$ cat src/rtl/key_repeat_if.sv
// key_repeat_if: key inputs and step-pulse outputs of the key_repeat block.
// Ports (via modports):
//   en      global enable, 0 forces every channel idle
//   in      held-key level per channel (synchronous, debounced)
//   rpt_en  per-channel repeat enable, 0 gives press pulse only
//   pulse   single-cycle step pulse per channel
//   held    channel is active (not idle)
//   fast    channel is repeating at the fast rate
interface key_repeat_if #(parameter int CH = 4);
  logic          en;
  logic [CH-1:0] in;
  logic [CH-1:0] rpt_en;
  logic [CH-1:0] pulse;
  logic [CH-1:0] held;
  logic [CH-1:0] fast;
  modport master (output en, in, rpt_en, input pulse, held, fast);
  modport slave (input en, in, rpt_en, output pulse, held, fast);
endinterface

$ cat src/rtl/key_repeat.sv
// key_repeat: per-channel auto-repeat pulse generator (press, delay, slow, fast).
// Ports:
//   clk    system clock, rising edge
//   rst_n  asynchronous active-low reset
//   bus    key_repeat_if slave: en/in/rpt_en in, pulse/held/fast out (registered)
module key_repeat #(
  parameter int CH          = 4,
  parameter int INIT_DELAY  = 20,
  parameter int SLOW_PERIOD = 8,
  parameter int FAST_PERIOD = 2,
  parameter int ACCEL_AFTER = 4
) (
  input  logic         clk,
  input  logic         rst_n,
  key_repeat_if.slave  bus
);
  localparam int PMAX = (INIT_DELAY > SLOW_PERIOD)
                        ? ((INIT_DELAY > FAST_PERIOD) ? INIT_DELAY : FAST_PERIOD)
                        : ((SLOW_PERIOD > FAST_PERIOD) ? SLOW_PERIOD : FAST_PERIOD);
  localparam int PW = $clog2(PMAX + 1);
  localparam int RW = $clog2(ACCEL_AFTER + 1);
  localparam logic [PW-1:0] D1 = PW'(INIT_DELAY - 1);
  localparam logic [PW-1:0] S1 = PW'(SLOW_PERIOD - 1);
  localparam logic [PW-1:0] F1 = PW'(FAST_PERIOD - 1);
  localparam logic [RW-1:0] A1 = RW'(ACCEL_AFTER - 1);
  localparam logic [RW-1:0] AMAX = RW'(ACCEL_AFTER);
  typedef enum logic [2:0] {IDLE, DELAY, SLOW, FAST, HOLD} state_t;
  state_t        state_q [CH];
  state_t        state_d [CH];
  logic [PW-1:0] cnt_q [CH];
  logic [PW-1:0] cnt_d [CH];
  logic [RW-1:0] rep_q [CH];
  logic [RW-1:0] rep_d [CH];
  logic [CH-1:0] due;
  logic [CH-1:0] pulse_q, pulse_d, held_q, held_d, fast_q, fast_d;
  always_comb begin
    for (int i = 0; i < CH; i++) begin
      state_d[i] = state_q[i];
      cnt_d[i]   = cnt_q[i];
      rep_d[i]   = rep_q[i];
      pulse_d[i] = 1'b0;
      // cnt counts cycles already spent in the current period
      due[i] = cnt_q[i] == ((state_q[i] == DELAY) ? D1 : (state_q[i] == SLOW) ? S1 : F1);
      if (!bus.en || !bus.in[i]) begin
        state_d[i] = IDLE;
        cnt_d[i]   = '0;
        rep_d[i]   = '0;
      end else if (state_q[i] == IDLE) begin
        state_d[i] = DELAY;
        pulse_d[i] = 1'b1;
      end else if (!bus.rpt_en[i] || state_q[i] == HOLD) begin
        state_d[i] = HOLD;
        cnt_d[i]   = '0;
        rep_d[i]   = '0;
      end else begin
        pulse_d[i] = due[i];
        cnt_d[i]   = due[i] ? '0 : cnt_q[i] + 1'b1;
        if (due[i] && state_q[i] != FAST) begin
          rep_d[i]   = (rep_q[i] < AMAX) ? rep_q[i] + 1'b1 : rep_q[i];
          state_d[i] = (rep_q[i] >= A1) ? FAST : SLOW;
        end
      end
      held_d[i] = state_d[i] != IDLE;
      // fast lags entry to FAST by one cycle so it rises after the last slow pulse
      fast_d[i] = state_d[i] == FAST && state_q[i] == FAST;
    end
  end
  always_ff @(posedge clk or negedge rst_n) begin
    if (!rst_n) begin
      for (int i = 0; i < CH; i++) begin
        state_q[i] <= IDLE;
        cnt_q[i]   <= '0;
        rep_q[i]   <= '0;
      end
      pulse_q <= '0;
      held_q  <= '0;
      fast_q  <= '0;
    end else begin
      for (int i = 0; i < CH; i++) begin
        state_q[i] <= state_d[i];
        cnt_q[i]   <= cnt_d[i];
        rep_q[i]   <= rep_d[i];
      end
      pulse_q <= pulse_d;
      held_q  <= held_d;
      fast_q  <= fast_d;
    end
  end
  assign bus.pulse = pulse_q;
  assign bus.held  = held_q;
  assign bus.fast  = fast_q;
endmodule

$ cat src/flat_wrapper.sv
// flat-port wrapper written by rule: the top's interface ports become plain ports
module key_repeat_flat 
#(
  parameter int CH          = 4,
  parameter int INIT_DELAY  = 20,
  parameter int SLOW_PERIOD = 8,
  parameter int FAST_PERIOD = 2,
  parameter int ACCEL_AFTER = 4
)
  (clk, rst_n, bus_en, bus_in, bus_rpt_en, bus_pulse, bus_held, bus_fast);
  key_repeat_if #(.CH(CH)) bus_i ();
  input  logic clk;
  input  logic rst_n;
  input wire logic [$bits(bus_i.en)-1:0] bus_en;
  input wire logic [$bits(bus_i.in)-1:0] bus_in;
  input wire logic [$bits(bus_i.rpt_en)-1:0] bus_rpt_en;
  output wire logic [$bits(bus_i.pulse)-1:0] bus_pulse;
  output wire logic [$bits(bus_i.held)-1:0] bus_held;
  output wire logic [$bits(bus_i.fast)-1:0] bus_fast;
  assign bus_i.en = bus_en;
  assign bus_i.in = bus_in;
  assign bus_i.rpt_en = bus_rpt_en;
  assign bus_pulse = bus_i.pulse;
  assign bus_held = bus_i.held;
  assign bus_fast = bus_i.fast;
  key_repeat #(.CH(CH), .INIT_DELAY(INIT_DELAY), .SLOW_PERIOD(SLOW_PERIOD), .FAST_PERIOD(FAST_PERIOD), .ACCEL_AFTER(ACCEL_AFTER)) u_core (.clk(clk), .rst_n(rst_n), .bus(bus_i));
endmodule
$ cat config.mk
export PLATFORM = sky130hd
export DESIGN_NAME = key_repeat_flat
export DESIGN_NICKNAME = d
export VERILOG_FILES = /design/src/rtl/key_repeat_if.sv /design/src/rtl/key_repeat.sv /design/src/flat_wrapper.sv
export SDC_FILE = /design/constraint.sdc
export NUM_CORES = 1
export LEC_CHECK = 0
export ABC_AREA = 0
export ABC_CLOCK_PERIOD_IN_PS = 6000
export CORE_UTILIZATION = 55
export CTS_BUF_LIST = sky130_fd_sc_hd__clkbuf_16
export CTS_CLUSTER_SIZE = 8
export DETAILED_ROUTE_END_ITERATION = 10
export PLACE_DENSITY = 0.76
export SETUP_SLACK_MARGIN = 0.05
export SLEW_MARGIN = 20
export SYNTH_ARGS = -nofsm -noshare
export SYNTH_HDL_FRONTEND = slang
export SYNTH_SLANG_ARGS = --single-unit
$ cat constraint.sdc
create_clock -name clk -period 6 [get_ports clk]
set_input_delay 0.6 -clock clk [delete_from_list [all_inputs] [get_ports clk]]
set_output_delay 0.6 -clock clk [all_outputs]
set_load 0.02 [all_outputs]
==> flow_metrics.py <==
metrics = {
    "outcome": {
        "status": "complete, no violations",
    },
    "sta": {
        "setup_viol": 0,
        "finalMaxSlewViolations": 0,
        "fin_tns_setup_ns": 0,
        "skew_ns": 0.00498,
        "finalCritPeriodShare": 0.388,
        "finalCriticalPeriod_ns": 2.33,
        "fmax_mhz": 430,
        "maxSlewHeadroom": 0.409,
        "rsz0062_at_grt": "no",
        "hold_viol": 0,
        "tightest_slew_ns": 0.879,
    },
    "layout": {
        "layout.nets": 373,
        "regArea_mm2": 0.00140,
        "multiInputGateArea_mm2": 0.00156,
        "diodes": 0,
        "fill_cells": 446,
        "final_util": 0.664,
        "stdcell_count": 421,
        "synthToLayoutAreaGrowth_pct": 12.8,
        "layout-drive-gt1-share": 0.0655,
    },
    "global_routing": {
        "grt_start_max_net_pins": 57,
        "grt_pass1_vias": 2296,
        "grtUsageTotal": 0.223,
        "grt-ovfl-total": 0,
        "antenna_found_initial": 0,
        "grt_pass1_wl_um": 10600,
    },
    "clocking": {
        "tritoncts": "yes",
        "cts_resized": 0,
        "cts_buffers": 5,
        "clock_path_buffers": 2,
        "clkSinkCount": 56,
        "root_buffer": "clkbuf_16",
        "post_cts.repair.setup_buffers": 0,
        "insertion_delay_ns": 0.29,
        "cts_hold_buf": 0,
        "cts.htree.levels": 2,
        "path_clk_slew_ns": 0.07,
    },
    "power": {
        "p_per_area_mw_per_mm2": 214,
        "power_mw": 0.748,
        "leakage_nw": 1.53,
        "ir_drop_uv": 156,
    },
    "routing": {
        "drt_first_iter_violations": 225,
        "finalWirelength_um": 6150,
        "num_vias": 2573,
        "drt-pass1-iter-count": 4,
        "viasPerCell": 6.11,
        "final_antenna_net_count": 0,
        "drc_errors": 0,
        "wire_per_inst_um": 14.6,
    },
    "synthesis": {
        "syn_avg_cell_area_um2": 9.40,
        "synth.area.top_cells": "dfrtp_1 (45%), ha_1 (4.8%), o21ai_0 (4.0%)",
        "yosysTopAreaCell": "dfrtp_1",
        "synth_cells": 330,
        "synth_area_mm2": 0.00310,
        "synth_cell_type_count": 61,
        "ys.flop_type": "dfrtp_1",
        "synth_commonest_cells": "dfrtp_1 (56), nand2_1 (31), o21ai_0 (25)",
        "seq_area_frac_synth": 0.452,
        "synth_most_common_cell": "dfrtp_1",
        "synthArstFlopShare": 1.00,
        "syn-num-nets": 353,
        "yosys_register_bits": 56,
        "synth_edf_count": 0,
        "ys_warn_count": 0,
        "synth_top_area_frac": 0.452,
    },
    "floorplanning": {
        "core_mm2": 0.00527,
        "fp.dieH_um": 77.1,
        "core.rowCount": 26,
        "die_area_mm2": 0.00594,
        "start_util": 0.588,
        "ioPinCount": 23,
        "die_w_um": 77.1,
    },
    "critical_path": {
        "cp-start-kind": "register",
        "r2r_slack_ns": 3.67,
        "critPathCapture": "u_core.rep_q[2]$_DFFE_PN0P_",
        "critPathLaunch": "u_core.state_q[1]$_DFF_PN0_",
        "cp.required_ns": 6.21,
        "crit_fanout": 11,
        "crit_type": "reg2reg",
        "regToRegStartpoint": "u_core.state_q[1]$_DFF_PN0_",
        "reg2reg_to": "u_core.rep_q[2]$_DFFE_PN0P_",
        "end_kind": "register",
        "arrival_ns": 2.53,
        "rr_worst_depth": 5,
    },
    "placed_design": {
        "portBuffers": 22,
        "place_inst": 413,
        "dp_hpwl_um": 4320,
        "place.gp.congestion": 0.851,
    },
    "hold_path": {
        "hp-class": "in2async",
    },
    "job": {
        "maxCapViolations": 0,
    },
}
## worst max-delay path: stages, from the launching register on
cell,delay (ns)
dfrtp_1,0.48
nand2b_1,0.19
a221o_1,0.35
or4_4,0.59
or4_1,0.49
a22oi_1,0.15
## cell families after synthesis
group                      Yosys count  share of synthesized area
DFF                                 56                      0.452
and+or+nand+nor                    132                      0.230
adders and majority gates           12                     0.0484
xor gates and xnor gates             3                     0.0133
AOI/OAI and AO/OA                   93                      0.197
muxes                                4                     0.0129
buffers and inverters               30                     0.0468
## power breakdown
group          switching [mW]  internal [mW]  leakage [nW]
clock                   0.127          0.152        0.0687
sequential            0.00927          0.385         0.770
combinational          0.0444         0.0304         0.696
## layer usage
layer  vias to the layer above  track usage  part of all wire  wire [um]
met5                         -            0                 0          0
met4                         0       0.0811             0.016         96
met3                         8       0.0476             0.043        262
met2                        64        0.342              0.45       2780
met1                      1241        0.310              0.49       3010
li1                       1260            -                 -          -
## final cells by class
class | count | share of cell area
inverters | 17 | 0.0182
well taps | 70 | 0.0250
repair buffers | 26 | 0.0701
clock buffers | 5 | 0.0358
flip-flops and latches | 56 | 0.401
multi-input cells | 244 | 0.446
clock inverters | 3 | 0.00429
## worst min path at each step
stage                     cells past startpoint  slack (ns)                        start                      endpoint
final                                         2        0.43                        rst_n   u_core.rep_q[9]$_DFFE_PN0P_
after global routing                          2        0.51                        rst_n  u_core.cnt_q[15]$_DFFE_PN0P_
after CTS                                     2        0.46                        rst_n  u_core.cnt_q[18]$_DFFE_PN0P_
after detailed placement                      1        0.48  u_core.rep_q[8]$_DFFE_PN0P_   u_core.rep_q[8]$_DFFE_PN0P_
after global placement                        1        0.47  u_core.rep_q[8]$_DFFE_PN0P_   u_core.rep_q[8]$_DFFE_PN0P_
after floorplan                               0        0.30                        rst_n  u_core.bus.fast[0]$_DFF_PN0_
## metrics by stage
step	setup slack [ns]	hold slack (ns)	instance area, um2
6_report	3.67	0.432	3500
2_1_floorplan	3.79	0.304	3100
4_1_cts	3.60	0.456	3490
3_5_place_dp	3.29	0.477	3350
3_3_place_gp	3.36	0.474	3350
5_1_grt	3.45	0.507	3500
## cells in the final DEF (no fill, tap or decap), drive strengths merged, types with 5 or more instances in the layout
master / instances
nand3: 18
clkdlybuf4s50: 21
inv: 18
clkbuf: 5
buf: 5
dfrtp: 56
o21ai: 26
o31ai: 5
nor3: 10
a21oi: 19
nor2: 20
or4: 7
nand2: 31
nand2b: 5
a21o: 9
ha: 12
nor4: 7
## sequential cells by signal (all words and copies together) (netlist names)
register and count:
u_core.bus.fast 4, u_core.bus.held 4, u_core.bus.pulse 4, u_core.cnt_q 20, u_core.rep_q 12, u_core.state_q 12
(Power assumes the default switching activity.)
